==> src/rtl/graphics_draw_controller_pkg.sv <==
// Shared types and constants for the 8x8-block draw controller.
package graphics_draw_controller_pkg;

  typedef enum logic [1:0] {
    ST_IDLE = 2'd0,
    ST_LOAD = 2'd1,
    ST_DRAW = 2'd2,
    ST_DONE = 2'd3
  } state_e;

  localparam int         BLOCK_SIDE = 8;
  localparam logic [2:0] COL_BLACK  = 3'b000;
  localparam logic [2:0] COL_WHITE  = 3'b111;

  typedef struct packed {
    logic [7:0] x;
    logic [7:0] y;
    logic [2:0] col;
    logic       fl;
  } blk_req_t;

endpackage

==> src/rtl/graphics_draw_controller_rr_arbiter.sv <==
// Two-way round-robin arbiter; the favoured-requester pointer is owned by the caller.
module graphics_draw_controller_rr_arbiter (
  input  logic [1:0] req_i,
  input  logic       ptr_i,
  output logic [1:0] grant_o
);

  always_comb begin
    grant_o = req_i;
    if (req_i == 2'b11) grant_o = ptr_i ? 2'b10 : 2'b01;
  end

endmodule

==> src/rtl/graphics_draw_controller.sv <==
// Block-draw sequencer: arbitrates two requesters and strobes the 8x8 datapath
// and VGA plot enable for one 64-pixel block per grant.
module graphics_draw_controller
  import graphics_draw_controller_pkg::*;
#(
  parameter int BLOCK_PIXELS = 64,
  parameter int CNT_W        = 6
) (
  input  logic       clock,
  input  logic       resetn,
  input  logic [1:0] req,
  input  logic [7:0] req_x0,
  input  logic [7:0] req_y0,
  input  logic [2:0] req_col0,
  input  logic       req_fl0,
  input  logic [7:0] req_x1,
  input  logic [7:0] req_y1,
  input  logic [2:0] req_col1,
  input  logic       req_fl1,
  output logic [1:0] ack,
  output logic [7:0] dp_x,
  output logic [7:0] dp_y,
  output logic [2:0] dp_colour,
  output logic       dp_load,
  output logic       dp_enable,
  output logic       dp_flash,
  output logic       plot,
  output logic       busy,
  output logic       done
);

  localparam logic [CNT_W-1:0] CNT_LAST = CNT_W'(BLOCK_PIXELS - 1);

  state_e           state_q;
  logic [CNT_W-1:0] cnt_q;
  logic             ptr_q, gidx_q;
  logic [1:0]       ack_q;
  blk_req_t         blk_q;
  logic             load_q, en_q, plot_q, busy_q, done_q;

  logic [1:0] grant;
  blk_req_t   sel;

  graphics_draw_controller_rr_arbiter u_arb (
    .req_i   (req),
    .ptr_i   (ptr_q),
    .grant_o (grant)
  );

  assign sel = grant[1] ? '{x: req_x1, y: req_y1, col: req_col1, fl: req_fl1}
                        : '{x: req_x0, y: req_y0, col: req_col0, fl: req_fl0};

  // Every strobe is registered on the transition into the state it belongs to,
  // so the outputs line up with state_q without any decode glitches.
  always_ff @(posedge clock) begin
    if (!resetn) begin
      state_q <= ST_IDLE;
      cnt_q   <= '0;
      ptr_q   <= 1'b0;
      gidx_q  <= 1'b0;
      ack_q   <= 2'b00;
      blk_q   <= '{x: 8'd0, y: 8'd0, col: COL_BLACK, fl: 1'b0};
      load_q  <= 1'b0;
      en_q    <= 1'b0;
      plot_q  <= 1'b0;
      busy_q  <= 1'b0;
      done_q  <= 1'b0;
    end else begin
      ack_q <= 2'b00;
      case (state_q)
        ST_IDLE: if (|req) begin
          state_q <= ST_LOAD;
          blk_q   <= sel;
          ack_q   <= grant;
          gidx_q  <= grant[1];
          load_q  <= 1'b1;
          en_q    <= 1'b1;
          busy_q  <= 1'b1;
        end
        ST_LOAD: begin
          state_q <= ST_DRAW;
          cnt_q   <= '0;
          ptr_q   <= ~gidx_q;
          load_q  <= 1'b0;
          plot_q  <= 1'b1;
        end
        ST_DRAW: begin
          cnt_q <= cnt_q + 1'b1;
          if (cnt_q == CNT_LAST) begin
            state_q <= ST_DONE;
            en_q    <= 1'b0;
            plot_q  <= 1'b0;
            busy_q  <= 1'b0;
            done_q  <= 1'b1;
          end
        end
        default: begin
          state_q <= ST_IDLE;
          done_q  <= 1'b0;
        end
      endcase
    end
  end

  assign ack       = ack_q;
  assign dp_x      = blk_q.x;
  assign dp_y      = blk_q.y;
  assign dp_colour = blk_q.col;
  assign dp_flash  = blk_q.fl;
  assign dp_load   = load_q;
  assign dp_enable = en_q;
  assign plot      = plot_q;
  assign busy      = busy_q;
  assign done      = done_q;

endmodule

==> config.mk <==
export PLATFORM = sky130hd
export DESIGN_NAME = graphics_draw_controller
export DESIGN_NICKNAME = d
export VERILOG_FILES = /design/src/rtl/graphics_draw_controller_pkg.sv /design/src/rtl/graphics_draw_controller_rr_arbiter.sv /design/src/rtl/graphics_draw_controller.sv
export SDC_FILE = /design/constraint.sdc
export NUM_CORES = 1
export LEC_CHECK = 0
export BUFFER_PORTS_ARGS = -buffer_cell sky130_fd_sc_hd__buf_2
export CORE_UTILIZATION = 46
export DETAILED_ROUTE_END_ITERATION = 8
export PLACE_DENSITY = 0.79
export SYNTH_ARGS = -nofsm -noshare
export SYNTH_HDL_FRONTEND = slang
export SYNTH_SLANG_ARGS = --single-unit
export TNS_END_PERCENT = 100
==> constraint.sdc <==
create_clock -name clock -period 1.9 [get_ports clock]
set_clock_uncertainty 0.15 [all_clocks]
set_input_delay 0.19 -clock clock [delete_from_list [all_inputs] [get_ports clock]]
set_output_delay 0.19 -clock clock [all_outputs]
set_load 0.1 [all_outputs]
== Word-level counts from Yosys, hierarchy flattened ==
Index checks and enable logic that the tools add are counted.
Word-level totals
  memory bits (read-only): 0
  input bits: 44
  logic and storage cells: 49
  memories kept: 0
  RAM bits: 0
  latch bits: 0
  bits in registers: 36
Cells by class
  $mul: 0
  mux-type cells: 14
  equality and inequality tests: 6
  add/subtract/negate cells: 1
  div/mod/pow operators: 0
  reductions and logical operators: 13
  bitwise logic cells: 2
  shift-type cells: 0
  order comparisons: 0
Operators by type and width (count)
  $mux 20: 1
  $pmux 6 s2: 1
  $reduce_and 2->1: 5
  $mux 2: 4
  $pmux 1 s2: 4
  $add 6x1->6 const B: 1
  $eq 6x6->1 const B: 1
  $pmux 2 s3: 1
  $reduce_and 3->1: 2
  $reduce_bool 2->1: 3
  $eq 2x2->1 const B: 2
  $ne 2x2->1 const B: 2
  $reduce_or 2->1: 2
  $mux 1: 3
  $eq 2x1->1 const B: 1
  $logic_not 2->1: 1
  $not 1->1: 2

== Depth between registers and ports, before layout ==
  depth in word-level cells: 4
  mapped depth: 6
  depth with buffers taken out: 5

== Hierarchy ==
From an unflattened synthesis, not the netlist that was laid out.
Unflattened totals
  cells, all modules: 151
  area total of the unflattened synthesis: 1566.5 um2
Modules (own cells, without submodules)
  graphics_draw_controller: cells each 148, times used 1, area an instance 1547.7 um2
  graphics_draw_controller_rr_arbiter: cells each 3, times used 1, area an instance 18.8 um2

== Least setup slack after synthesis ==
OpenSTA, ideal clock, no wires.
  path type: reg2out
  from: reg busy (netlist name)
  to: out dp_enable
  slack: 156 ps
  stages on the path, launching flop included: 2
  required time: 1560 ps
  arrival time: 1404 ps
  path buffers: 1
  path through: dfxtp_1 > buf_4
RTL lines
  end, declared: line graphics_draw_controller.sv:25  | output logic dp_enable,

== Worst setup path after layout ==
  from: reg state_q[0]
  to: reg blk_q (netlist bit dp_y[3])
Between the ends
  longest elaborated chain between the ends: 2
Ends and longest elaborated chain
  start, declared: line graphics_draw_controller.sv:34  | state_e state_q;
  start signal, assigned: line graphics_draw_controller.sv:57  | state_q <= ST_IDLE;
  start signal, assigned: line graphics_draw_controller.sv:72  | state_q <= ST_LOAD;
  start signal, assigned: line graphics_draw_controller.sv:81  | state_q <= ST_DRAW;
  $logic_not 2->1: line graphics_draw_controller.sv:70  | case (state_q)
  $reduce_and 2->1 (no source line)
  end signal, assigned: line graphics_draw_controller.sv:62  | blk_q <= '{x: 8'd0, y: 8'd0, col: COL_BLACK, fl: 1'b0};
  end signal, assigned: line graphics_draw_controller.sv:73  | blk_q <= sel;
  end, declared: line graphics_draw_controller.sv:38  | blk_req_t blk_q;
Every way passes these cells.
A chain may end at the register's enable or synchronous reset.

==> load_flow_metrics.sql <==
INSERT INTO impl_metrics (metric_group, metric, value, unit) VALUES
('floorplanning', 'die_height', '60.3', 'µm'),
('place', 'buffer_ports.inserted', '70', ''),
('detailed_routing', 'vias', '1698', ''),
('detailed_routing', 'detail_route_met3_wl', '334', 'µm'),
('pwr', 'max-vdd-ir-drop', '1.03', 'mV'),
('logic_synthesis', 'synth_instances', '154', ''),
('place', 'gp_routability_congestion', '0.786', ''),
('detailed_routing', 'drt_iter0_markers', '136', ''),
('layout', 'synthToLayoutAreaGrowth', '53.2', '%'),
('job', 'cap_violations', '0', ''),
('sta', 'timing.final.hold_violations', '0', ''),
('logic_synthesis', 'ys_async_sr_fraction', '0', '%'),
('global_route', 'grt_pass1_wl', '7470', 'µm'),
('sta', 'report.final.setup_viol', '0', ''),
('sta', 'rsz0062_at_grt', 'no', ''),
('global_route', 'antenna_found_initial', '0', ''),
('run_status', 'outcome', 'complete, no violations', ''),
('setup_path', 'ff2ff_setup_slack', '170', 'ps'),
('sta', 'fraction_of_the_cycle_the_final_worst_path_needs', '91.1', '%'),
('setup_path', 'cp-endpoint', 'dp_y[3]$_SDFFE_PN0P_', ''),
('detailed_routing', 'routed_vias_inst', '5.55', ''),
('layout', 'count_of_fill_cells_added_during_filler_insertion', '199', ''),
('logic_synthesis', 'yosys_most_used_dff', 'sky130_fd_sc_hd__dfxtp_1', ''),
('clocking', 'clk_root_buffer_cell', 'sky130_fd_sc_hd__clkbuf_4', ''),
('sta', 'timing.fmax', '578', 'MHz'),
('logic_synthesis', 'synth.cell_area', '1560', 'µm²'),
('logic_synthesis', 'seq_area_frac_synth', '46.2', '%'),
('clocking', 'worst_skew_pair.late_latency', '330', 'ps'),
('detailed_routing', 'detail_route.drc_violations', '0', ''),
('global_route', 'gr-total-overflow', '0', ''),
('pwr', 'power.static_leakage', '1.17', 'nW'),
('sta', 'finalSetupTns', '0', 'ps'),
('floorplanning', 'core_area', '3130', 'µm²'),
('global_route', 'total_global_routing_track_utilization', '28.7', '%'),
('setup_path', 'timing.critical_path.to_type', 'register', ''),
('floorplanning', 'rows', '20', ''),
('global_route', 'grt_pass1_vias', '1681', ''),
('setup_path', 'required_time_worst_endpoint', '1970', 'ps'),
('worst_hold_path', 'worstHoldPathType', 'in2reg', ''),
('setup_path', 'critical_path.max_fanout', '22', ''),
('clocking', 'tritoncts', 'done', ''),
('detailed_routing', 'postRouteAntennaNets', '0', ''),
('global_route', 'grt_max_degree', '31', ''),
('floorplanning', 'design.die.area', '3630', 'µm²'),
('sta', 'worst_slew_pin_slew', '528', 'ps'),
('setup_path', 'crit_path_start_kind', 'register', ''),
('place', 'dp.cells', '259', ''),
('setup_path', 'critical_path_class', 'reg2reg', ''),
('detailed_routing', 'post_drt_wl_per_cell', '15.6', 'µm'),
('setup_path', 'r2r.worst_path.cells', '5', ''),
('layout', 'final_nets', '311', ''),
('floorplanning', 'ios', '71', ''),
('clocking', 'postCtsSetupRepairBufs', '0', ''),
('detailed_routing', 'routed-wl-met2', '2210', 'µm'),
('clocking', 'maximum_clock_path_buffer_count', '2', ''),
('setup_path', 'reg2reg_to', 'dp_y[3]$_SDFFE_PN0P_', ''),
('sta', 'maxSlewHeadroom', '64.7', '%'),
('sta', 'maxSlewViolCount', '0', ''),
('clocking', 'cts_num_sinks', '36', ''),
('logic_synthesis', 'synth.ff_latch_count', '36', ''),
('layout', 'mostFrequentLayoutCell', 'sky130_fd_sc_hd__buf_2', ''),
('layout', 'diodes', '0', ''),
('logic_synthesis', 'synth_edf_count', '0', ''),
('setup_path', 'critPathArrivalTime', '1800', 'ps'),
('sta', 'finalCriticalPeriod', '1730', 'ps'),
('logic_synthesis', 'synth_fp_nets', '203', ''),
('clocking', 'cts_htree_levels', '2', ''),
('logic_synthesis', 'post_synth.cell_area_avg', '10.1', 'µm²'),
('layout', 'mostFrequentLayoutCells', '70 x sky130_fd_sc_hd__buf_2, 40 x sky130_fd_sc_hd__dlygate4sd3_1, 36 x sky130_fd_sc_hd__dfxtp_1', ''),
('setup_path', 'timing.critical_path.from', 'state_q[0]$_SDFFE_PN0P_', ''),
('floorplanning', 'die-width', '60.3', 'µm');
## power by group
| part | leakage, nW | internal (mW) | total, mW | switching (mW) |
|---|---|---|---|---|
| logic | 0.843 | 0.488 | 2.19 | 1.70 |
| clock network | 0.0281 | 0.136 | 0.375 | 0.239 |
| registers | 0.296 | 0.951 | 1.07 | 0.116 |
## synthesized netlist by cell type (2+ instances only)
master                    number  area (µm²)
sky130_fd_sc_hd__dfxtp_1      36         721
sky130_fd_sc_hd__a221o_1      20         200
sky130_fd_sc_hd__and3_1       17         106
sky130_fd_sc_hd__nand2_1       8        30.0
sky130_fd_sc_hd__inv_1         7        26.3
sky130_fd_sc_hd__nand3_1       7        35.0
sky130_fd_sc_hd__a21oi_1       5        25.0
sky130_fd_sc_hd__buf_2         5        25.0
sky130_fd_sc_hd__ha_1          5        62.6
sky130_fd_sc_hd__nor2_1        5        18.8
sky130_fd_sc_hd__o21ai_0       4        20.0
sky130_fd_sc_hd__buf_4         3        22.5
sky130_fd_sc_hd__mux2i_1       3        30.0
sky130_fd_sc_hd__or3_1         3        18.8
sky130_fd_sc_hd__xor2_1        3        26.3
sky130_fd_sc_hd__a21oi_2       2        17.5
sky130_fd_sc_hd__and3_2        2        15.0
sky130_fd_sc_hd__buf_6         2        22.5
sky130_fd_sc_hd__nand4_1       2        12.5
## flip-flops by register name, indices dropped and copies added, names as in the netlist, 2 cells and up
name,count
dp_y,8
cnt_q,6
dp_x,8
dp_colour,3
state_q,2
ack,2
## metal layers
| metal | track usage [%] | up-vias |
|---|---|---|
| met5 | 0 | - |
| met2 | 45.4 | 102 |
| met3 | 9.96 | 34 |
| met1 | 30.7 | 772 |
| met4 | 23.3 | 0 |
| li1 | - | 790 |
## worst max-delay path, stage by stage, from the launching register on
cell and delay [ps]:
sky130_fd_sc_hd__dfxtp_1 350, sky130_fd_sc_hd__inv_1 90, sky130_fd_sc_hd__ha_2 280, sky130_fd_sc_hd__o21ai_4 190, sky130_fd_sc_hd__and3_1 260, sky130_fd_sc_hd__a221o_1 300
## through the flow
stage	setup WS (ps)	instance area, µm²	hold slack [ps]	utilization, %	power, mW
after floorplan	156	1560	178	-	2.85
after global routing	96.3	2390	126	76.5	3.78
after CTS	54.2	2380	70.3	76.2	3.59
after detailed placement	58.5	1940	265	61.9	3.15
final	169	2390	113	76.5	3.63
after global placement	120	1940	262	61.9	3.14
## area by class of cell
cell class                 instances  area, µm²  share of cell area (%)
clock buffer                       6       41.3                    1.73
clock inverter                     1       5.00                   0.209
sequential                        36        721                    30.1
multi-input combinational         99        746                    31.2
timing repair buffer             113        798                    33.4
inverter                           7       26.3                    1.10
tap                               44       55.1                    2.30
## worst min-delay path by stage
stage | to | cells past startpoint | slack [ps] | from
final | dp_load$_SDFFE_PN0P_ | 4 | 110 | req[0]
after global routing | dp_load$_SDFFE_PN0P_ | 4 | 130 | req[1]
after CTS | dp_load$_SDFFE_PN0P_ | 4 | 70 | req[1]
after detailed placement | dp_y[6]$_SDFFE_PN0P_ | 2 | 260 | req_y0[6]
after global placement | dp_colour[1]$_SDFFE_PN0P_ | 2 | 260 | req_col1[1]
after floorplan | dp_y[2]$_SDFFE_PN0P_ | 1 | 180 | req_y0[2]
## logic make-up (layout without fill, tap and decap cells)
family / after synthesis / count (layout) / synth area share (%)
AND/OR/NAND/NOR: 48 / 48 / 17.5
buffers and inverters: 19 / 127 / 6.73
multiplexers: 3 / 3 / 1.92
AO/OA/AOI/OAI: 40 / 40 / 22.0
adder cells (fa/ha/maj): 5 / 5 / 4.01
XOR/XNOR: 3 / 3 / 1.68
flip-flops: 36 / 36 / 46.2
## timing repair
item,4_1_cts,5_1_grt
endpoints found under the setup margin,0,24
resized for setup,0,3
hold endpoints to repair,20,0
hold buffers,40,0
Power figures use the tool's default switching activity.
